===== config.mk =====
export PLATFORM = sky130hd
export DESIGN_NAME = stream_xbar_router
export DESIGN_NICKNAME = d
export VERILOG_FILES = /design/src/rtl/stream_xbar_router.sv
export SDC_FILE = /design/constraint.sdc
export NUM_CORES = 1
export LEC_CHECK = 0
export CELL_PAD_IN_SITES_DETAIL_PLACEMENT = 2
export CELL_PAD_IN_SITES_GLOBAL_PLACEMENT = 2
export CORE_ASPECT_RATIO = 1.1
export CORE_MARGIN = 2
export CORE_UTILIZATION = 39
export DETAILED_ROUTE_END_ITERATION = 6
export PLACE_DENSITY = 0.88
export SLEW_MARGIN = 20
export SYNTH_ARGS = -nofsm -noshare
export SYNTH_HDL_FRONTEND = slang
export SYNTH_SLANG_ARGS = --single-unit
export TNS_END_PERCENT = 30

===== constraint.sdc =====
create_clock -name clk -period 3.2 [get_ports clk]
set_input_delay 0.32 -clock clk [delete_from_list [all_inputs] [get_ports clk]]
set_output_delay 0.32 -clock clk [all_outputs]
set_load 0.01 [all_outputs]

===== src/rtl/stream_xbar_router.sv =====
// N_INPUTS x N_OUTPUTS val/rdy stream crossbar with a FIFO on every output and
// runtime routing (one source per output, multicast allowed) written over a control channel.
module stream_xbar_router #(
   parameter int unsigned BIT_WIDTH = 32,
   parameter int unsigned N_INPUTS  = 2,
   parameter int unsigned N_OUTPUTS = 2,
   parameter int unsigned DEPTH     = 4,
   localparam int unsigned IN_W     = (N_INPUTS  > 1) ? $clog2(N_INPUTS)  : 1,
   localparam int unsigned OUT_W    = (N_OUTPUTS > 1) ? $clog2(N_OUTPUTS) : 1,
   localparam int unsigned CNT_W    = $clog2(DEPTH) + 1
) (
   input  logic                            clk,
   input  logic                            reset,
   input  logic [N_INPUTS*BIT_WIDTH-1:0]   recv_msg,
   input  logic [N_INPUTS-1:0]             recv_val,
   output logic [N_INPUTS-1:0]             recv_rdy,
   output logic [N_OUTPUTS*BIT_WIDTH-1:0]  send_msg,
   output logic [N_OUTPUTS-1:0]            send_val,
   input  logic [N_OUTPUTS-1:0]            send_rdy,
   input  logic [OUT_W+IN_W:0]             control,
   input  logic                            control_val,
   output logic                            control_rdy,
   output logic [N_OUTPUTS*(1+IN_W)-1:0]   cfg_o,
   output logic [N_OUTPUTS*CNT_W-1:0]      occupancy
);

   localparam int unsigned PTR_W = $clog2(DEPTH);

   logic                   active_q;
   logic [N_OUTPUTS-1:0]   cfg_en;
   logic [IN_W-1:0]        cfg_src  [N_OUTPUTS];
   logic [BIT_WIDTH-1:0]   mem      [N_OUTPUTS][DEPTH];
   logic [PTR_W-1:0]       wr_ptr   [N_OUTPUTS];
   logic [PTR_W-1:0]       rd_ptr   [N_OUTPUTS];
   logic [CNT_W-1:0]       count    [N_OUTPUTS];

   logic [IN_W-1:0]        ctrl_in;
   logic [OUT_W-1:0]       ctrl_out;
   logic                   ctrl_en;
   logic                   ctrl_fire;
   logic                   ctrl_in_ok;

   logic [N_INPUTS-1:0]    sel_any;
   logic [N_INPUTS-1:0]    blocked;
   logic [N_OUTPUTS-1:0]   push;
   logic [N_OUTPUTS-1:0]   pop;
   logic [BIT_WIDTH-1:0]   push_data [N_OUTPUTS];

   assign ctrl_in     = control[IN_W-1:0];
   assign ctrl_out    = control[IN_W +: OUT_W];
   assign ctrl_en     = control[IN_W+OUT_W];
   assign control_rdy = active_q;
   assign ctrl_fire   = control_val && active_q;
   assign ctrl_in_ok  = 32'(ctrl_in) < N_INPUTS;

   // An input is ready only when it drives at least one output and none of its targets is full.
   always_comb begin
      sel_any = '0;
      blocked = '0;
      for (int unsigned i = 0; i < N_INPUTS; i++) begin
         for (int unsigned j = 0; j < N_OUTPUTS; j++) begin
            if (cfg_en[j] && cfg_src[j] == IN_W'(i)) begin
               sel_any[i] = 1'b1;
               if (count[j] >= CNT_W'(DEPTH)) blocked[i] = 1'b1;
            end
         end
      end
      recv_rdy = active_q ? (sel_any & ~blocked) : '0;
   end

   always_comb begin
      push = '0;
      pop  = '0;
      for (int unsigned j = 0; j < N_OUTPUTS; j++) begin
         push_data[j] = '0;
         for (int unsigned i = 0; i < N_INPUTS; i++) begin
            if (cfg_en[j] && cfg_src[j] == IN_W'(i) && recv_val[i] && recv_rdy[i]) begin
               push[j]      = 1'b1;
               push_data[j] = recv_msg[i*BIT_WIDTH +: BIT_WIDTH];
            end
         end
         pop[j] = (count[j] != '0) && send_rdy[j];
      end
   end

   always_ff @(posedge clk or negedge reset) begin
      if (!reset) begin
         active_q <= 1'b0;
         for (int unsigned j = 0; j < N_OUTPUTS; j++) begin
            cfg_en[j]  <= 1'b1;
            cfg_src[j] <= IN_W'(j % N_INPUTS);
            wr_ptr[j]  <= '0;
            rd_ptr[j]  <= '0;
            count[j]   <= '0;
            for (int unsigned k = 0; k < DEPTH; k++) mem[j][k] <= '0;
         end
      end else begin
         active_q <= 1'b1;
         for (int unsigned j = 0; j < N_OUTPUTS; j++) begin
            // Out-of-range out_sel matches no output, so the write is dropped.
            if (ctrl_fire && ctrl_out == OUT_W'(j)) begin
               cfg_en[j]  <= ctrl_en && ctrl_in_ok;
               cfg_src[j] <= ctrl_in;
            end
            if (push[j]) begin
               mem[j][wr_ptr[j]] <= push_data[j];
               wr_ptr[j]         <= wr_ptr[j] + 1'b1;
            end
            if (pop[j]) rd_ptr[j] <= rd_ptr[j] + 1'b1;
            case ({push[j], pop[j]})
               2'b10:   count[j] <= count[j] + 1'b1;
               2'b01:   count[j] <= count[j] - 1'b1;
               default: count[j] <= count[j];
            endcase
         end
      end
   end

   always_comb begin
      send_msg  = '0;
      send_val  = '0;
      cfg_o     = '0;
      occupancy = '0;
      for (int unsigned j = 0; j < N_OUTPUTS; j++) begin
         send_msg[j*BIT_WIDTH +: BIT_WIDTH] = mem[j][rd_ptr[j]];
         send_val[j]                        = count[j] != '0;
         cfg_o[j*(1+IN_W) +: 1+IN_W]        = {cfg_en[j], cfg_src[j]};
         occupancy[j*CNT_W +: CNT_W]        = count[j];
      end
   end

endmodule

==> qor.yml, run 1 <==
run_status:
  outcome: "finished clean"
sta:
  tns_ns: 0
  setup_viol: 0
  clock_skew_ns: 0.0134
  post-route-period-util: 0.925
  worst_pin_slew_ns: 1.17
  hold_viol_final: 0
  maxSlewHeadroom: 0.214
  final-max-slew-violation-count: 0
  grt_setup_unrepaired: "false"
  fmax_ghz: 0.338
  setup_ws_ns: 0.241
  period_minus_slack_ns: 2.96
worst_hold_path:
  hold_class: "in -> async"
clocking:
  ctsResizeCount: 0
  clk_pin_slew_ns: 0.06
  clockBufferDepth: 3
  clkLatencyLatePin_ns: 0.57
  cts_tree: "yes"
  clock-sinks: 275
  h-tree-depth: 1
  cts-root-buf: "clkbuf_16"
  numCtsBuffers: 30
detailed_routing:
  drtIter0Drc: 1194
  vias_per_cell: 6.64
  ant_nets: 0
  vias: 11547
  drc: 0
  drt_wl_total_mm: 59.0
  drtPass1Iterations: 5
  routedWlPerCell_um: 33.9
setup_path:
  critPathCaptureType: "flip-flop"
  crit_required_ns: 3.68
  r2r_setup_slack_ns: 0.24
  crit_arrival_ns: 3.44
  cp-start-kind: "flip-flop"
  crit_type: "reg -> reg"
  cp_max_fo: 7
die:
  dieWidth_um: 184
  coreArea_um2: 35200
  die-area_um2: 37300
  die_y_um: 202
  start_util: 0.397
  io_pins: 153
  rows: 72
cells_and_area:
  n_fill_cell: 3282
  area_delta_synth_final_pct: 22.9
  nets: 1319
  layout_common_cells: "dfrtp_1 (270), clkdlybuf4s50_1 (151), a22o_1 (129)"
  layout-drive-gt1-share: 0.169
  final_common_cell: "dfrtp_1"
place:
  gp_congestion: 0.847
  place_ws_ns: 0.429
  port_buffers: 152
  dp_hpwl_mm: 35.2
pwr:
  power_mw: 17.1
  p_switching_mw: 6.10
  ir_worst_vdd_mv: 0.590
  switching_share: 0.356
  p_seq_frac: 0.345
  intPower_mw: 11.0
  p_comb_frac: 0.412
  power-per-cell-area_nw_per_um2: 997
  pwr-share-clk: 0.243
  p_leak_nw: 7.32
synth:
  synth_xor_area_frac: 0.00752
  async_flop_share: 1.00
  synth_top_family_by_area: "compound AO/OA/AOI/OAI gates"
  synth.area.mux_share: 0.109
  syn_inst: 1119
  avgSynthCellArea_um2: 12.5
  synth-compound-area-share: 0.238
  syn_nets: 1205
  synth-seq-cells: 275
  synthFlopType: "dfrtp_1"
  yosys.area_share.simple: 0.0992
  ys_seq_area_frac: 0.493
  ys_warn_count: 0
  synth.cell_area_um2: 14000
  synth_fa_ha_area_frac: 0.0118
  synth-edff-count: 0
  synth.distinct_cells: 44
flow_run:
  drv_cap: 0
grt:
  antenna_found_initial: 2
  grt_pass1_vias: 13014
  grt_use_total: 0.318
  overflow: 0
  grt_max_degree: 83
  grt_pass1_wl_mm: 89.3
sequential cells by signal (all words and copies together), names as in the netlist:
signal	flops
cfg_en	2
cfg_o	2
wr_ptr	4
mem	256
control_rdy	1
rd_ptr	4
occupancy	6
stage by stage:
step | hold slack (ns) | instance area, um2 | std cells | utilization
floorplan | 0.0244 | 14000 | 1119 | -
global placement | 0.357 | 16000 | 1680 | 0.453
detailed placement | 0.369 | 16000 | 1680 | 0.453
CTS | 0.366 | 17100 | 1737 | 0.486
global route | 0.402 | 17200 | 1740 | 0.487
finish | 0.347 | 17200 | 1740 | 0.487
power by group through the flow:
stage | sequential [mW] | clock (mW) | combinational [mW]
floorplan | 5.42 | 0 | 4.14
global placement | 5.66 | 0 | 6.57
detailed placement | 5.79 | 0 | 6.84
CTS | 5.87 | 4.18 | 7.06
global route | 6.03 | 4.31 | 7.42
finish | 5.91 | 4.15 | 7.05
Yosys cell counts, types with 2 or more instances:
cell / n / area (um2)
and3_1: 8 / 50.1
or3_1: 2 / 12.5
a221o_1: 128 / 1280
buf_4: 3 / 22.5
xor2_1: 6 / 52.6
dfstp_2: 3 / 78.8
o21ai_4: 3 / 48.8
dfrtp_1: 272 / 6810
ha_1: 10 / 125
and3b_1: 2 / 17.5
nor2b_1: 35 / 219
a31oi_1: 32 / 200
inv_1: 10 / 37.5
and2_1: 38 / 238
nand3_1: 7 / 35.0
buf_2: 23 / 115
o22ai_1: 2 / 12.5
o21ai_0: 3 / 15.0
fa_1: 2 / 40.0
buf_1: 3 / 11.3
buf_6: 5 / 56.3
o211ai_1: 4 / 30.0
and4_1: 2 / 17.5
o22ai_4: 30 / 601
xnor2_1: 6 / 52.6
mux2_2: 6 / 67.6
clkbuf_1: 77 / 289
nor2_1: 92 / 345
a22o_1: 129 / 1130
mux4_2: 64 / 1440
nand2_1: 97 / 364
buf_8: 3 / 45.0
routing by layer:
metal,wire [um],up-vias,track usage,share of wire
li1,-,4560,-,-
met1,23300,6225,0.415,0.40
met2,29500,600,0.531,0.50
met3,3810,162,0.0502,0.065
met4,2320,0,0.123,0.039
met5,0,-,0,0
critical path: stages (launching register included):
cell     delay, ns
dfstp_2       0.59
nand3_1       0.20
and3_1        0.34
o21ai_0       0.54
ha_1          0.29
inv_1         0.07
fa_1          0.39
xor2_1        0.16
nor2_1        0.13
xor2_1        0.16
cells by family (layout without fill, tap and decap cells):
family,count (synthesis),in the layout
adder cells (fa/ha/maj),12,12
XOR/XNOR,12,12
multiplexers,71,71
AO/OA/AOI/OAI,332,332
flip-flops,275,275
AND/OR/NAND/NOR,292,292
other,1,3
buffers and inverters,124,262
path summary, 6_finish.rpt:
path | startpoint | to | depth (start not counted)
max in group asynchronous | reset | mem[10]$_DFFE_PN0P_ | 3
min in group clk | control[0] | cfg_o[2]$_DFFE_PN1P_ | 2
worst max register to register | cfg_en[0]$_DFFE_PN1P_ | occupancy[5]$_DFFE_PN0P_ | 9
worst min-delay path | reset | rd_ptr[1]$_DFFE_PN0P_ | 2
worst min register to register | mem[12]$_DFFE_PN0P_ | mem[12]$_DFFE_PN0P_ | 1
worst max-delay path | cfg_en[0]$_DFFE_PN1P_ | occupancy[5]$_DFFE_PN0P_ | 9
timing repair:
action | 4_1_cts | 5_1_grt
setup buffers | 0 | 0
hold endpoints to repair | 75 | 0
hold buffers | 1 | 0
cell type report:
class / count / area (um2) / share of cell area
Timing Repair Buffer: 196 / 1940 / 0.113
Clock inverter: 14 / 280 / 0.0163
Tap cell: 481 / 602 / 0.0351
Clock buffer: 42 / 887 / 0.0517
Inverter: 10 / 37.5 / 0.00219
Sequential cell: 275 / 6890 / 0.401
Multi-Input combinational cell: 720 / 6520 / 0.380
Antenna cell: 2 / 5.00 / 0.000292
Power figures use the tool's default switching activity.
==> inputs of run 2 (changes only) <==
--- a/config.mk
+++ b/config.mk
@@ -10,8 +10,9 @@
 export CORE_ASPECT_RATIO = 1.1
 export CORE_MARGIN = 2
 export CORE_UTILIZATION = 39
+export CTS_CLUSTER_DIAMETER = 60
 export DETAILED_ROUTE_END_ITERATION = 6
-export PLACE_DENSITY = 0.88
+export PLACE_DENSITY_LB_ADDON = 0.1
 export SLEW_MARGIN = 20
 export SYNTH_ARGS = -nofsm -noshare
 export SYNTH_HDL_FRONTEND = slang
==> qor.yml, run 2 (same netlist as run 1, synthesis figures left out) <==
run_status:
  outcome: "finished clean"
detailed_routing:
  vias: 10761
  routedWlPerCell_um: 29.0
  vias_per_cell: 6.16
  drtIter0Drc: 809
  drt_wl_total_mm: 50.6
  drc: 0
  ant_nets: 0
  drtPass1Iterations: 5
setup_path:
  cp-start-kind: "flip-flop"
  crit_arrival_ns: 2.66
  r2r_start: "cfg_en[0]$_DFFE_PN1P_"
  cp_max_fo: 33
  crit_start: "cfg_o[2]$_DFFE_PN1P_"
  crit_type: "reg -> out"
  critPathCaptureType: "output port"
  crit_required_ns: 2.88
die:
  rows: 72
  die-area_um2: 37300
  dieWidth_um: 184
  io_pins: 153
  coreArea_um2: 35200
  die_y_um: 202
  start_util: 0.397
grt:
  grt_pass1_wl_mm: 78.2
  overflow: 0
  antenna_found_initial: 1
  grt_pass1_vias: 11977
  grt_max_degree: 90
  grt_use_total: 0.278
sta:
  post-route-period-util: 0.932
  hold_slack_ns: 0.388
  grt_setup_unrepaired: "false"
  worst_pin_slew_ns: 0.904
  tns_ns: 0
  hold_viol_final: 0
  maxSlewHeadroom: 0.397
  fmax_ghz: 0.335
  final-max-slew-violation-count: 0
  clock_skew_ns: 0.0163
  period_minus_slack_ns: 2.98
  setup_viol: 0
pwr:
  power_mw: 16.6
  p_comb_frac: 0.402
  p_leak_nw: 7.33
  p_seq_frac: 0.351
  switching_share: 0.339
  pwr-share-clk: 0.248
  power-per-cell-area_nw_per_um2: 964
  ir_worst_vdd_mv: 0.719
  p_switching_mw: 5.61
  intPower_mw: 11.0
cells_and_area:
  n_fill_cell: 3390
  nets: 1326
  layout-drive-gt1-share: 0.171
  largest_reg_flops: 256
  top_register: "mem"
  layout_common_cells: "dfrtp_1 (270), clkdlybuf4s50_1 (151), a22o_1 (129)"
  area_delta_synth_final_pct: 23.2
  final_common_cell: "dfrtp_1"
place:
  port_buffers: 152
  gp_congestion: 0.799
  dp_hpwl_mm: 32.5
clocking:
  clk_pin_slew_ns: 0.05
  h-tree-depth: 2
  clkLatencyLatePin_ns: 0.53
  numCtsBuffers: 35
  clock-sinks: 275
  clockBufferDepth: 3
  cts-root-buf: "clkbuf_16"
  cts_tree: "yes"
  cts_setup_buffers: 0
worst_hold_path:
  hold_class: "in -> async"
flow_run:
  drv_cap: 0
## run 2: worst paths after layout
check,endpoint,slack (ns),depth (start not counted)
worst max-delay path,recv_rdy[0],0.22,5
worst min-delay path,mem[152]$_DFFE_PN0P_,0.39,2
worst max register to register,occupancy[5]$_DFFE_PN0P_,0.43,9
worst min register to register,mem[50]$_DFFE_PN0P_,0.50,1
max in group asynchronous,mem[48]$_DFFE_PN0P_,1.89,3
min in group clk,cfg_en[0]$_DFFE_PN1P_,0.45,2
## run 2: final cells by class
type / count / area, um2 / area share
Antenna cell: 1 / 2.50 / 0.000145
Inverter: 10 / 37.5 / 0.00218
Sequential cell: 275 / 6890 / 0.400
Tap cell: 481 / 602 / 0.0350
Clock buffer: 53 / 1070 / 0.0620
Timing Repair Buffer: 198 / 1970 / 0.114
Clock inverter: 8 / 121 / 0.00705
Multi-Input combinational cell: 720 / 6520 / 0.379
## run 2: critical path, stage by stage (launching register included)
cell and delay [ns]:
dfstp_2 0.66, nand3b_2 0.19, buf_6 0.32, o21ai_0 0.17, nor3b_1 0.24, clkdlybuf4s50_1 0.58
## run 2: what timing repair did
| action | in CTS | in global routing |
|---|---|---|
| endpoints found under the hold margin | 85 | 0 |
| resized for setup | 0 | 1 |
| hold buffers | 1 | 0 |
| setup endpoints to repair | 0 | 1 |
## run 2: metrics by stage
step                      std cells  setup slack [ns]  instance area (um2)  utilization
after floorplan                1119             0.844                14000            -
after global placement         1683             0.463                16000        0.454
after detailed placement       1683             0.385                16000        0.454
after CTS                      1745            0.0738                17200        0.488
after global routing           1746             0.115                17200        0.488
final                          1746             0.218                17200        0.488
## run 2: routing by layer
metal,part of all wire,global-route usage,up-vias
li1,-,-,4555
met5,0,0,-
met1,0.42,0.380,5780
met3,0.058,0.0432,64
met4,0.018,0.0617,0
met2,0.50,0.468,362
## run 2: power groups by stage
stage          combinational (mW)  sequential, mW  clock (mW)
6_report                     6.66            5.81        4.11
5_1_grt                      7.16            5.98        4.31
4_1_cts                      6.74            5.81        4.18
3_5_place_dp                 6.68            5.80           0
3_3_place_gp                 6.54            5.72           0
2_1_floorplan                4.14            5.42           0
==> inputs of run 3 (changes only) <==
--- a/config.mk
+++ b/config.mk
@@ -5,11 +5,12 @@
 export SDC_FILE = /design/constraint.sdc
 export NUM_CORES = 1
 export LEC_CHECK = 0
+export ABC_AREA = 1
 export CELL_PAD_IN_SITES_DETAIL_PLACEMENT = 2
 export CELL_PAD_IN_SITES_GLOBAL_PLACEMENT = 2
 export CORE_ASPECT_RATIO = 1.1
 export CORE_MARGIN = 2
-export CORE_UTILIZATION = 39
+export CORE_UTILIZATION = 33
 export CTS_CLUSTER_DIAMETER = 60
 export DETAILED_ROUTE_END_ITERATION = 6
 export PLACE_DENSITY_LB_ADDON = 0.1
==> qor.yml, run 3 <==
run_status:
  outcome: "finished clean"
grt:
  grt_pass1_wl_mm: 87.6
  antenna_found_initial: 0
  grt_max_degree: 92
  overflow: 0
  grt_pass1_vias: 14968
  grt_use_total: 0.263
synth:
  synth-seq-cells: 275
  synth_fa_ha_area_frac: 0.0120
  syn_inst: 1812
  synth_top_family_by_area: "simple AND/OR/NAND/NOR gates"
  yosysMostFrequentCell: "nand2_1"
  ys_seq_area_frac: 0.502
  async_flop_share: 1.00
  synth.distinct_cells: 25
  yosys.area_share.simple: 0.348
  synth-compound-area-share: 0.0803
  synthTopCellsByCount: "nand2_1 (608), nand3_1 (391), dfrtp_1 (272), o21ai_0 (136), nor2_1 (132)"
  synthFlopType: "dfrtp_1"
  syn_nets: 1898
  netlist.area_leader.share: 0.496
  synth.cell_area_um2: 13700
  ys_warn_count: 0
  synth.area.mux_share: 0
  synth-edff-count: 0
  avgSynthCellArea_um2: 7.57
  synth_area_leaders: "dfrtp_1 (50%), nand2_1 (17%), nand3_1 (14%), o21ai_0 (5.0%), nor2_1 (3.6%)"
  synth_xor_area_frac: 0.00639
  post-synth-top-area-cell: "dfrtp_1"
sta:
  worst_pin_slew_ns: 0.817
  post-route-period-util: 0.954
  setup_viol: 0
  clock_skew_ns: 0.0176
  hold_viol_final: 0
  period_minus_slack_ns: 3.05
  maxSlewHeadroom: 0.456
  fmax_ghz: 0.327
  final-max-slew-violation-count: 0
  setup_ws_ns: 0.146
  grt_setup_unrepaired: "true"
cells_and_area:
  utilization: 0.413
  diodes: 0
  layout-drive-gt1-share: 0.0596
  largest_reg_flops: 256
  final_common_cell: "nand2_1"
  n_fill_cell: 4680
  nets: 1987
  layout_common_cells: "nand2_1 (608), nand3_1 (391), dfrtp_1 (270)"
  multi_input_area_um2: 6170
  area_delta_synth_final_pct: 23.8
  top_register: "mem"
  seqCellArea_um2: 6890
pwr:
  p_leak_nw: 8.60
  power-per-cell-area_nw_per_um2: 797
  ir_worst_vdd_mv: 0.352
detailed_routing:
  vias: 13534
  drtIter0Drc: 659
  drt_wl_total_mm: 55.7
  vias_per_cell: 5.44
  drc: 0
  ant_nets: 0
  routedWlPerCell_um: 22.4
  drtPass1Iterations: 5
setup_path:
  max_stage_delay_ns: 0.63
  critPathCaptureType: "output port"
  crit_arrival_ns: 2.73
  cp-start-kind: "flip-flop"
  crit_required_ns: 2.88
  cp_max_fo: 66
  crit_type: "reg -> out"
  cp_top_family: "buffers and inverters"
  crit_buf_inv: 2
  cp_cell_sequence: "buf_4, o21ai_0, o22ai_1, clkdlybuf4s50_1"
  cp_slowest_cell: "buf_4"
die:
  die_y_um: 218
  io_pins: 153
  start_util: 0.334
  rows: 78
  die-area_um2: 43200
  coreArea_um2: 41100
  dieWidth_um: 198
place:
  port_buffers: 152
  place_ws_ns: 0.666
  gp_congestion: 0.788
  dp_hpwl_mm: 34.8
clocking:
  numCtsBuffers: 37
  cts_tree: "yes"
  clkLatencyLatePin_ns: 0.55
  cts-root-buf: "clkbuf_16"
  clock-sinks: 275
  h-tree-depth: 2
  clk_pin_slew_ns: 0.05
  cts_setup_buffers: 0
  clockBufferDepth: 3
flow_run:
  drv_cap: 0
worst_hold_path:
  hold_class: "in -> reg"
==> run 3: cell types whose count changed after synthesis, sizes merged, moves of 36 or more <==
cell / change
a22o: -129
nor2: +41
nand3: +384
a221o: -128
o21ai: +131
nand2: +513
and2: -36
mux4: -64
==> run 3: path summary, 6_finish.rpt <==
kind / depth (start not counted) / to / slack (ns) / from
worst max register to register: 14 / occupancy[2]$_DFFE_PN0P_ / 0.64 / cfg_o[2]$_DFFE_PN1P_
worst min-delay path: 3 / cfg_en[1]$_DFFE_PN1P_ / 0.34 / control[2]
max in group asynchronous: 3 / cfg_o[2]$_DFFE_PN1P_ / 1.95 / reset
min in group asynchronous: 2 / mem[226]$_DFFE_PN0P_ / 0.38 / reset
worst max-delay path: 4 / send_msg[62] / 0.15 / rd_ptr[0]$_DFFE_PN0P_
worst min register to register: 2 / mem[213]$_DFFE_PN0P_ / 0.48 / mem[213]$_DFFE_PN0P_
==> run 3: per-stage QoR <==
step | area [um2] | instances | setup TNS (ns) | hold slack [ns] | power, mW
final | 17000 | 2489 | 0 | 0.340 | 13.5
after global routing | 17000 | 2489 | -0.0321 | 0.350 | 14.3
after CTS | 17000 | 2489 | 0 | 0.318 | 13.7
after detailed placement | 15800 | 2421 | 0 | 0.420 | 9.56
after global placement | 15800 | 2421 | 0 | 0.413 | 9.45
after floorplan | 13700 | 1812 | 0 | 0.0244 | 6.63
==> run 3: logic make-up after synthesis <==
logic type / Yosys count
xor+xnor: 10
other cells: 1
simple gates: 1138
flops: 275
compound gates: 204
fa+ha+maj: 12
buf+inv: 172
==> run 3: area by class of cell <==
class / count / area share
Clock buffer: 56 / 0.0630
Clock inverter: 11 / 0.00560
Sequential cell: 275 / 0.406
Multi-Input combinational cell: 1365 / 0.363
Inverter: 24 / 0.00553
Tap cell: 560 / 0.0413
Timing Repair Buffer: 198 / 0.116
==> run 3: worst register-to-register path, stage by stage (launching register included) <==
cell and delay [ns]:
dfstp_2 0.57, inv_1 0.07, nand2_1 0.09, nand2_1 0.06, nand2_1 0.10, nor2_4 0.05, nand2_1 0.10, nand2_4 0.21
inv_2 0.11, ha_1 0.14, inv_1 0.08, fa_1 0.40, a21oi_1 0.17, o21ai_0 0.13, xor2_1 0.16
==> run 3: where the power goes <==
part           switching [mW]  leakage (nW)  total [mW]  internal, mW
Combinational            3.62          4.25        5.71          2.09
Clock                    1.62         0.562        4.02          2.40
Sequential              0.173          3.79        3.81          3.64
Total                    5.41          8.60        13.5          8.12
==> run 3: repair_timing <==
item,4_1_cts,5_1_grt
hold buffers,1,0
endpoints found under the hold margin,85,0
resized for setup,0,2
setup endpoints to repair,0,4
==> run 3: metal layers <==
layer  track usage  wire (um)  vias up
li1              -          -     6160
met1         0.359      25800     7080
met2         0.440      26900      244
met3        0.0390       2070       50
met4        0.0607        909        0
met5             0          0        -
